File: config.mk
export PLATFORM = sky130hd
export DESIGN_NAME = regfile_scoreboard
export DESIGN_NICKNAME = d
export VERILOG_FILES = /design/src/rtl/regfile_scoreboard.sv
export SDC_FILE = /design/constraint.sdc
export NUM_CORES = 2
export LEC_CHECK = 0
export CAP_MARGIN = 20
export CORE_UTILIZATION = 68
export CTS_CLUSTER_SIZE = 12
export DETAILED_ROUTE_END_ITERATION = 16
export PLACE_DENSITY = 0.9
export RECOVER_POWER = 50
export SLEW_MARGIN = 10
export SYNTH_ARGS = -nofsm -noshare
export SYNTH_HDL_FRONTEND = slang
export SYNTH_SLANG_ARGS = --single-unit
File: constraint.sdc
create_clock -name clk -period 75.1 [get_ports clk]
set_input_delay 22.53 -clock clk [delete_from_list [all_inputs] [get_ports clk]]
set_output_delay 22.53 -clock clk [all_outputs]
set_load 0.01 [all_outputs]
File: src/rtl/regfile_scoreboard.sv
// rtl/regfile_scoreboard.sv - integer register file with per-register busy scoreboard
// Optional feature macro: RF_BYPASS_EN (same-cycle write-to-read forwarding on all read ports)
module regfile_scoreboard #(
  parameter int XLEN  = 32,
  parameter int NREGS = 32,
  parameter int NRD   = 2,
  parameter int AW    = $clog2(NREGS)
) (
  input  logic                clk,
  input  logic                reset,
  input  logic [NRD*AW-1:0]   ra,
  output logic [NRD*XLEN-1:0] rd,
  output logic [NRD-1:0]      rbusy,
  input  logic                iss_valid,
  input  logic [AW-1:0]       iss_rd,
  input  logic                we,
  input  logic [AW-1:0]       wa,
  input  logic [XLEN-1:0]     wd,
  input  logic                flush,
  output logic                any_busy
);

  logic [XLEN-1:0]  rf [NREGS];
  logic [NREGS-1:0] busy;

  // Register storage: write-back port, register 0 is never written so it stays zero
  always_ff @(posedge clk or posedge reset) begin
    if (reset) begin
      for (int r = 0; r < NREGS; r++) begin
        rf[r] <= '0;
      end
    end else if (we && (wa != '0)) begin
      rf[wa] <= wd;
    end
  end

  // Scoreboard: flush beats issue, issue beats retire, so a new producer supersedes the retiring one
  always_ff @(posedge clk or posedge reset) begin
    if (reset) begin
      busy <= '0;
    end else begin
      busy[0] <= 1'b0;
      for (int r = 1; r < NREGS; r++) begin
        if (flush) begin
          busy[r] <= 1'b0;
        end else if (iss_valid && (iss_rd == AW'(r))) begin
          busy[r] <= 1'b1;
        end else if (we && (wa == AW'(r))) begin
          busy[r] <= 1'b0;
        end
      end
    end
  end

  // Combinational read ports; register 0 reads as zero and never busy
  always_comb begin
    rd    = '0;
    rbusy = '0;
    for (int i = 0; i < NRD; i++) begin
      if (ra[i*AW +: AW] != '0) begin
        rd[i*XLEN +: XLEN] = rf[ra[i*AW +: AW]];
        rbusy[i]           = busy[ra[i*AW +: AW]];
`ifdef RF_BYPASS_EN
        // Forward the in-flight write-back; only a same-cycle re-issue keeps the register busy.
        // Gated by reset so the outputs read as cleared while reset is held.
        if (!reset && we && (wa == ra[i*AW +: AW])) begin
          rd[i*XLEN +: XLEN] = wd;
          rbusy[i]           = iss_valid && (iss_rd == ra[i*AW +: AW]);
        end
`endif
      end
    end
  end

  // Drain indicator reflects the registered scoreboard only
  assign any_busy = |busy;

endmodule

==> run_summary.xml <==
<?xml version="1.0" encoding="UTF-8"?>
<metrics>
  <group name="yosys">
    <metric name="synthCells" unit="">3913</metric>
    <metric name="ys_seq_area_share" unit="%">46.7</metric>
    <metric name="synth.yosys.warnings" unit="">0</metric>
    <metric name="synth_enable_flop_cells" unit="">0</metric>
    <metric name="ys_types" unit="">52</metric>
    <metric name="ffs_latches_synth" unit="">1055</metric>
    <metric name="synth_async_sr_flop_share" unit="%">100</metric>
    <metric name="netlist_area" unit="sq mm">0.0565</metric>
    <metric name="syn_avg_cell_area" unit="sq um">14.4</metric>
    <metric name="syn-num-nets" unit="">3970</metric>
    <metric name="synth_ff_type" unit="">dfrtp_1</metric>
    <metric name="synth_top_cell_by_area" unit="">dfrtp_1</metric>
    <metric name="synth_top_area_share" unit="%">46.7</metric>
    <metric name="yosys-top-cells-area" unit="">dfrtp_1, mux2_2, mux4_2</metric>
  </group>
  <group name="sta">
    <metric name="timing.final.hold_violations" unit="">0</metric>
    <metric name="final.period_utilization" unit="%">66.1</metric>
    <metric name="setup_viol" unit="">0</metric>
    <metric name="setup_skew" unit="ps">0</metric>
    <metric name="worst_slew_margin_rel" unit="%">-235</metric>
    <metric name="fin_crit" unit="ps">49620</metric>
    <metric name="tightestPinTransition" unit="ps">5020</metric>
    <metric name="maxSlewViolCount" unit="">1026</metric>
    <metric name="rsz_0062_raised_after_global_routing" unit="">false</metric>
    <metric name="timing.setup.tns" unit="ps">0</metric>
    <metric name="max_freq" unit="MHz">20.2</metric>
  </group>
  <group name="global_routing">
    <metric name="grt_antenna_before_repair" unit="">12</metric>
    <metric name="grt_max_degree" unit="">138</metric>
    <metric name="grt_use_total" unit="%">42.0</metric>
    <metric name="grt_first_pass_wirelength" unit="um">262000</metric>
    <metric name="grt_overflow" unit="">0</metric>
    <metric name="first_global_vias" unit="">40500</metric>
  </group>
  <group name="clock_tree">
    <metric name="worst_skew_late_latency" unit="ps">660</metric>
    <metric name="cts_sinks" unit="">1055</metric>
    <metric name="cts_inserted_buffers" unit="">105</metric>
    <metric name="post_cts_resize_count" unit="">0</metric>
    <metric name="ctsHtreeMaxLevel" unit="">3</metric>
    <metric name="clock_path_buffers" unit="">3</metric>
    <metric name="root_buffer" unit="">clkbuf_16</metric>
    <metric name="postCtsHoldBufs" unit="">0</metric>
    <metric name="path_clk_slew" unit="ps">60</metric>
    <metric name="tritoncts_clock_tree" unit="">built</metric>
    <metric name="cts_post_setup_buffers_inserted" unit="">0</metric>
  </group>
  <group name="worst_hold_path">
    <metric name="worstHoldPathType" unit="">register to register</metric>
  </group>
  <group name="route">
    <metric name="maxUsedRoutingLayer" unit="">met5</metric>
    <metric name="detailedRoute.firstPassIterationCount" unit="">8</metric>
    <metric name="drt-initial-drc-count" unit="">6200</metric>
    <metric name="vias" unit="">39600</metric>
    <metric name="met1_length" unit="um">59800</metric>
    <metric name="drt-vias-per-instance" unit="">8.05</metric>
    <metric name="routed_wirelength" unit="um">178000</metric>
    <metric name="wl_met2" unit="um">78700</metric>
    <metric name="detail-route-antenna-nets" unit="">0</metric>
    <metric name="dr_wl_met3" unit="um">25600</metric>
    <metric name="remaining_drc_errors" unit="">0</metric>
    <metric name="routedWlPerCell" unit="um">36.1</metric>
  </group>
  <group name="setup_path">
    <metric name="end_kind" unit="">output port</metric>
    <metric name="worst_ep_required_time" unit="ps">52570</metric>
    <metric name="critPathArrivalTime" unit="ps">27090</metric>
    <metric name="start_kind" unit="">input pin</metric>
    <metric name="timing.critical_path.fanout_max" unit="">63</metric>
    <metric name="setup.worst_path.class" unit="">input pin to output port</metric>
  </group>
  <group name="final_layout">
    <metric name="mostFrequentLayoutCell" unit="">dfrtp_1</metric>
    <metric name="layout_common_cells" unit="">dfrtp_1, mux2_2, mux4_2</metric>
    <metric name="fillerInstances" unit="">4574</metric>
    <metric name="area_of_the_multi_input_gates" unit="sq mm">0.0280</metric>
    <metric name="flow.area_growth_from_synthesis" unit="%">7.72</metric>
    <metric name="layout-drive-gt1-share" unit="%">43.5</metric>
    <metric name="finalInstanceArea" unit="sq mm">0.0609</metric>
    <metric name="num-nets-final" unit="">3834</metric>
    <metric name="layoutNonFillerInstCount" unit="">4924</metric>
    <metric name="regArea" unit="sq mm">0.0264</metric>
  </group>
  <group name="die">
    <metric name="rows" unit="">105</metric>
    <metric name="die_w" unit="um">290</metric>
    <metric name="io_pins" unit="">124</metric>
    <metric name="fp.dieH" unit="um">290</metric>
    <metric name="core_region_area" unit="sq mm">0.0821</metric>
    <metric name="total_die_area" unit="sq mm">0.0843</metric>
    <metric name="floorplan.initialDensity" unit="%">68.8</metric>
  </group>
  <group name="power">
    <metric name="ir_worst_vdd" unit="mV">0.0253</metric>
    <metric name="power_density" unit="mW/mm^2">26.4</metric>
    <metric name="leakage" unit="nW">26.0</metric>
  </group>
  <group name="placed_design">
    <metric name="placed_cell_area" unit="sq mm">0.0578</metric>
    <metric name="final_hpwl_dp" unit="um">98200</metric>
    <metric name="place.port_buffers" unit="">123</metric>
    <metric name="place_congestion" unit="">0.920</metric>
    <metric name="placedCellCount" unit="">4734</metric>
  </group>
  <group name="flow_run">
    <metric name="cap_viol_max_count" unit="">34</metric>
  </group>
  <group name="outcome">
    <metric name="failed_checks" unit="">capacitance limit, slew limit</metric>
    <metric name="run_status" unit="">finished with violations</metric>
  </group>
</metrics>
cell usage after synthesis, types with 3 or more instances:
| master | instances |
|---|---|
| a2111oi_0 | 29 |
| a31oi_1 | 33 |
| o21ai_0 | 69 |
| nor2_1 | 43 |
| buf_6 | 17 |
| dfrtp_1 | 1055 |
| o21ai_1 | 7 |
| o31a_1 | 29 |
| mux2_1 | 15 |
| o22ai_1 | 3 |
| clkbuf_1 | 219 |
| buf_2 | 183 |
| a21oi_1 | 46 |
| nor4bb_1 | 3 |
| buf_1 | 10 |
| nand4b_1 | 3 |
| mux2_2 | 1011 |
| buf_4 | 19 |
| a211o_1 | 3 |
| inv_1 | 3 |
| a221oi_1 | 32 |
| nand2b_1 | 8 |
| mux4_2 | 433 |
| a32oi_1 | 29 |
| mux2i_1 | 198 |
| nand2_1 | 165 |
| a22oi_1 | 54 |
| nor2b_1 | 66 |
| buf_8 | 4 |
| nor4_1 | 7 |
| a211oi_1 | 58 |
| a221o_1 | 32 |
cell type report:
class | count | share of cell area, %
diodes | 12 | 0.0493
inverters | 4 | 0.0391
multi-input cells | 2400 | 46.0
well taps | 1070 | 2.20
clock buffers | 158 | 4.96
clock inverters | 14 | 0.247
repair buffers | 211 | 3.19
flip-flops and latches | 1055 | 43.4
power breakdown:
part           total, mW  switching, mW  leakage [nW]  internal [mW]
sequential         0.764         0.0899          13.6          0.674
combinational      0.341          0.144          10.9          0.197
clock              0.501          0.223          1.55          0.278
total               1.61          0.456          26.0           1.15
per-layer routing:
layer	vias to the layer above	global-route usage (%)
li1	14800	-
met1	20300	53.5
met2	3594	60.7
met3	1008	16.2
met4	12	26.9
met5	-	0
state kept, by name, indices dropped and copies added, names as in the netlist:
signal / flops
rf: 1024
busy: 31
cell families (layout without fill, tap and decap cells):
family                 count (synthesis)  in the layout  share of synthesized area (%)
AOI/OAI and AO/OA                    429            429                           5.49
buffers and inverters                458            387                           3.94
DFF                                 1055           1055                           46.7
muxes                               1657           1657                           41.2
other                                  0             12                              0
and+or+nand+nor                      314            314                           2.65
path summary, 6_finish.rpt:
path	slack, ps	end	cells after the start	start
worst max-delay path	25480	rd[25]	9	ra[1]
min in group asynchronous	23820	rf[822]$_DFFE_PP0P_	2	reset
worst min register to register	380	rf[1005]$_DFFE_PP0P_	0	rf[1005]$_DFFE_PP0P_
worst max register to register	74200	rf[374]$_DFFE_PP0P_	1	rf[374]$_DFFE_PP0P_
worst min-delay path	380	rf[1005]$_DFFE_PP0P_	0	rf[1005]$_DFFE_PP0P_
max in group asynchronous	42080	rf[71]$_DFFE_PP0P_	7	reset
per-stage QoR:
stage / utilization [%] / total power [mW] / hold WS, ps / setup WS [ps]
2_1_floorplan: - / 0.992 / 425 / 22870
3_3_place_gp: 70.4 / 1.07 / 363 / 25840
3_5_place_dp: 70.4 / 1.09 / 363 / 25800
4_1_cts: 74.2 / 1.59 / 377 / 25740
5_1_grt: 74.1 / 1.65 / 391 / 25490
6_report: 74.1 / 1.61 / 381 / 25480
critical path, stage by stage:
cell and delay, ps:
buf_8 470, buf_4 690, buf_4 820, nand2b_2 620, buf_4 450, a211oi_1 270
a2111oi_0 110, o31a_1 440, clkdlybuf4s50_1 540
Note: power is estimated with default switching activity, not from simulation.
